[config.mk]
export PLATFORM = sky130hd
export DESIGN_NAME = mux32
export DESIGN_NICKNAME = d
export VERILOG_FILES = /design/src/rtl/mux_pkg.sv /design/src/rtl/mux2_comb.sv /design/src/rtl/mux32.sv
export SDC_FILE = /design/constraint.sdc
export NUM_CORES = 1
export LEC_CHECK = 0
export ABC_AREA = 1
export CAP_MARGIN = 25
export CELL_PAD_IN_SITES_DETAIL_PLACEMENT = 1
export CELL_PAD_IN_SITES_GLOBAL_PLACEMENT = 1
export CORE_UTILIZATION = 23
export DETAILED_ROUTE_END_ITERATION = 12
export PLACE_DENSITY = 0.86
export RECOVER_POWER = 25
export SYNTH_ARGS = -nofsm -noshare
export SYNTH_HDL_FRONTEND = slang
export SYNTH_SLANG_ARGS = --single-unit
[constraint.sdc]
create_clock -name clk -period 1.46 [get_ports clk]
set_clock_uncertainty 0.1 [all_clocks]
set_input_delay 0.292 -clock clk [delete_from_list [all_inputs] [get_ports clk]]
set_output_delay 0.292 -clock clk [all_outputs]
set_load 0.1 [all_outputs]
[src/rtl/mux_pkg.sv]
// Shared datapath constants for the registered word selectors.
package mux_pkg;

  localparam int DATA_W = 32;

  typedef logic [DATA_W-1:0] word_t;

  localparam logic SEL_A0 = 1'b0;
  localparam logic SEL_A1 = 1'b1;

endpackage

[src/rtl/mux2_comb.sv]
// Combinational WIDTH-wide 2:1 selector with zero detect.
// Parity output present only when MUX32_PARITY_EN is defined.
module mux2_comb
  import mux_pkg::*;
#(
  parameter int WIDTH = DATA_W
) (
  input  logic [WIDTH-1:0] a0,
  input  logic [WIDTH-1:0] a1,
  input  logic             s,
  output logic [WIDTH-1:0] y,
  output logic             zero
`ifdef MUX32_PARITY_EN
  ,
  output logic             par
`endif
);

  // Plain ternary so an unknown select merges a0/a1 bitwise.
  assign y    = (s == SEL_A1) ? a1 : a0;
  assign zero = (y == '0);

`ifdef MUX32_PARITY_EN
  assign par = ^y;
`endif

endmodule

[src/rtl/mux32.sv]
// Registered 2:1 word selector with registered zero flag and select echo.
// Optional even-parity output out_par when MUX32_PARITY_EN is defined.
module mux32
  import mux_pkg::*;
#(
  parameter int               WIDTH   = DATA_W,
  parameter logic [WIDTH-1:0] RST_VAL = {WIDTH{1'b0}}
) (
  input  logic [WIDTH-1:0] a0,
  input  logic [WIDTH-1:0] a1,
  input  logic             s,
  output logic [WIDTH-1:0] out,
  input  logic             clk,
  input  logic             rst,
  output logic             out_zero,
  output logic             s_q
`ifdef MUX32_PARITY_EN
  ,
  output logic             out_par
`endif
);

  logic [WIDTH-1:0] sel_word;
  logic             sel_zero;
`ifdef MUX32_PARITY_EN
  logic             sel_par;
`endif

  mux2_comb #(
    .WIDTH (WIDTH)
  ) u_sel (
    .a0   (a0),
    .a1   (a1),
    .s    (s),
    .y    (sel_word),
    .zero (sel_zero)
`ifdef MUX32_PARITY_EN
    ,
    .par  (sel_par)
`endif
  );

  always_ff @(posedge clk or posedge rst) begin
    if (rst) begin
      out      <= RST_VAL;
      out_zero <= (RST_VAL == '0);
      s_q      <= SEL_A0;
    end else begin
      out      <= sel_word;
      out_zero <= sel_zero;
      s_q      <= s;
    end
  end

`ifdef MUX32_PARITY_EN
  always_ff @(posedge clk or posedge rst) begin
    if (rst) out_par <= ^RST_VAL;
    else     out_par <= sel_par;
  end
`endif

endmodule

* Word level (Yosys, flattened, before mapping)
Index checks and enable logic that the tools add are counted.
** Cells by class
- Muxes and demuxes :: 1
- Reduce and logical (&&, ||, !) cells :: 1
** Operator list (count)
- 32-bit logical NOT :: 1
- 32-bit two-way mux :: 1
** Word-level totals
- Flip-flop bits (word level) :: 34
- Bits of input ports :: 67

* Longest topological paths before layout
- Depth in word-level cells :: 2
- Depth in mapped cells :: 10
- Depth with buffers taken out :: 8

* Hierarchy
From an unflattened synthesis, not the netlist that was laid out.
** Unflattened totals
- Cells, all modules :: 170
- Area total of the unflattened synthesis :: 1431.4 um^2
** Modules (own cells, without submodules)
- mux32 :: instances 1, cells each 35, area each 855.8 um^2, sequential area each 852.1 um^2
- mux2_comb :: instances 1, cells each 135, area each 575.6 um^2, sequential area each 0.0 um^2

* Worst setup path after synthesis
No wires, ideal clock.
- Kind :: register -> output
- Start point :: register out[0]
- End point :: output out[0]
- Arrival :: 883 ps
- Data required time :: 1068 ps
- Setup slack :: 185 ps
- Stages on the path, launching flop included :: 1
- Cell sequence :: dfrtp_1
** RTL lines
- start, declared :: line mux32.sv:12 : output logic [WIDTH-1:0] out,
- start signal, assigned :: line mux32.sv:49 : out <= sel_word;
No word-level cell between the ends.

* Worst setup path after layout
- Start point :: register out_zero
- End point :: output out_zero
** RTL lines
- start, declared :: line mux32.sv:15 : output logic out_zero,
- start signal, assigned :: line mux32.sv:46 : out_zero <= (RST_VAL == '0);
- start signal, assigned :: line mux32.sv:50 : out_zero <= sel_zero;
No word-level cell between the ends.

==> impl_metrics.py <==
metrics = {
    "run_status": {
        "outcome": "finished, final reports clean",
    },
    "clock_network": {
        "cts_buffers": 5,
        "cts_root_buffer": "clkbuf_8",
        "postCtsHoldBufs": 0,
        "cts_tree": "yes",
        "clockBufferDepth": 2,
        "h-tree-depth": 2,
        "cts.clk_slew.worst_paths_ns": 0.07,
        "cts.sinks": 34,
    },
    "worst_setup_path": {
        "crit_path_end_kind": "output port",
        "path_max_fanout": 1,
        "crit_path_cell_trace": "buf_12",
        "arrival_ns": 1.01,
        "crit_type": "register to output port",
        "crit_path_start_kind": "register",
        "cp_slowest_cell": "dfstp_2",
        "critPathMaxStageDelay_ns": 0.56,
        "cp.required_ns": 1.07,
        "crit_family": "flip-flops",
        "cp_num_buf_inv": 1,
    },
    "synth": {
        "synth_cells": 170,
        "seq_area_frac_synth_pct": 59.5,
        "syn_area_sq_um": 1430,
        "synth_area_per_cell_sq_um": 8.42,
        "synth_nets": 237,
        "ys_ff_latch": 34,
        "ys.warnings.count": 0,
        "synth_cell_types": 9,
    },
    "sta": {
        "hold_violations": 0,
        "period_share_pct": 96.0,
        "tightest_slew_ns": 0.849,
        "finalSetupTns_ns": 0,
        "final.setup.worst_slack_ns": 0.0588,
        "finalCriticalPeriod_ns": 1.40,
        "whs_ns": 0.361,
        "setup_viol": 0,
        "maxSlewViolCount": 0,
        "fmax_mhz": 714,
        "relSlewSlack_pct": 43.4,
        "rsz0062_at_grt": "false",
    },
    "floorplanning": {
        "num_rows": 28,
        "start_util_pct": 24.0,
        "ios": 101,
        "design.die.area_sq_um": 6540,
        "coreArea_sq_um": 5960,
        "fp.dieW_um": 80.9,
        "fp.dieH_um": 80.9,
    },
    "pwr": {
        "p_leak_nw": 1.39,
        "powerDensity_nw_per_um2": 986,
        "irDropWorstVdd_mv": 0.462,
        "net-switching-power_mw": 1.08,
        "comb_power_share_pct": 41.3,
        "clkPwrFrac_pct": 21.9,
        "p_int_mw": 1.82,
        "swShare_pct": 37.3,
        "p_total_mw": 2.91,
        "power_frac_seq_pct": 36.8,
    },
    "routing": {
        "highest-signal-layer": "met4",
        "wirelength_um": 4870,
        "drt_iter0_drc": 32,
        "drcViolationCount": 0,
        "ant_nets": 0,
        "met3WireLength_um": 225,
        "wl_met1_um": 1790,
        "vias_per_cell": 4.08,
        "num_vias": 1432,
        "dr.pass1.iters": 3,
        "wl_met2_um": 2810,
        "drt-wirelength-per-cell_um": 13.9,
    },
    "global_routing": {
        "antenna_found_initial": 0,
        "grt_pass1_wl_um": 7530,
        "grtUsageTotal_pct": 15.8,
        "grt_max_degree": 35,
        "grt_pass1_vias": 1582,
        "overflow": 0,
    },
    "place": {
        "dp.cells": 343,
        "dpl_cell_area_sq_um": 2860,
        "pre_cts_ws_ns": -0.438,
        "place_hpwl_um": 3850,
        "port_buffers": 100,
        "gp_congestion": 0.642,
    },
    "cells_and_area": {
        "nNetsFinal": 343,
        "nFillCells": 684,
        "multi_input_area_sq_um": 512,
        "drive_gt1_share_pct": 22.5,
        "antenna_cells": 0,
        "area_growth_pct": 106,
        "instances_no_fill": 351,
        "final-seq-area_sq_um": 852,
        "finalCoreUtilization_pct": 49.6,
        "postLayoutCellArea_sq_um": 2950,
    },
    "job": {
        "drv_cap": 0,
    },
    "min_path": {
        "hold_path.class": "primary input to register",
    },
}
-- cells in the final DEF, fill, tap and decap left out, drive strengths merged --
cell type / synthesis / final
nand2: 106 / 106
clkdlybuf4s50: 0 / 65
buf: 7 / 38
dfrtp: 33 / 33
nor2: 21 / 21
clkbuf: 0 / 9
inv: 2 / 2
bufinv: 0 / 1
dfstp: 1 / 1
-- synthesized netlist by cell type --
cell type | count | area [sq um]
nor2_1 | 21 | 78.8
nand2_2 | 13 | 81.3
dfstp_2 | 1 | 26.3
dfrtp_1 | 33 | 826
inv_4 | 1 | 6.26
buf_2 | 3 | 15.0
nand2_1 | 93 | 349
buf_6 | 4 | 45.0
inv_1 | 1 | 3.75
-- registers in the layout (all words and copies together), names as in the netlist --
signal / count
out: 32
out_zero: 1
s_q: 1
-- area by class of cell --
type,instances,area share [%]
tap,75,3.18
timing repair inverter,1,0.297
sequential,34,28.9
inverter,2,1.14
timing repair buffer,105,46.6
clock buffer,7,2.59
multi-input combinational,127,17.3
-- worst paths after layout --
check | start | end | slack (ns) | cells past startpoint
worst min-delay path | s | s_q | 0.36 | 2
worst max-delay path | out_zero | out_zero | 0.06 | 1
max in group asynchronous | rst | out[21] | 0.26 | 3
min in group asynchronous | rst | out[16] | 0.47 | 3
-- logic make-up after synthesis --
group         Yosys count  synth area share [%]
simple gates          127                  35.6
flops                  34                  59.5
buf+inv                 9                  4.89
-- repair_timing --
action	in CTS	in global routing
gates cloned	0	1
setup buffers	0	0
gates resized for setup	3	7
setup endpoints to repair	1	1
endpoints found under the hold margin	0	0
-- power by group through the flow --
| stage | clock network [mW] | registers (mW) | logic (mW) |
|---|---|---|---|
| global route | 0.713 | 1.08 | 1.25 |
| detailed placement | 0 | 1.09 | 1.20 |
| floorplan | 0 | 1.56 | 0.151 |
| finish | 0.637 | 1.07 | 1.20 |
| CTS | 0.666 | 1.07 | 1.21 |
| global placement | 0 | 1.09 | 1.19 |
-- per-layer routing --
layer | GRT usage (%) | up-vias
met4 | 5.18 | 0
li1 | - | 715
met3 | 2.92 | 4
met1 | 16.7 | 661
met2 | 31.1 | 52
met5 | 0 | -
Power figures use the tool's default switching activity.
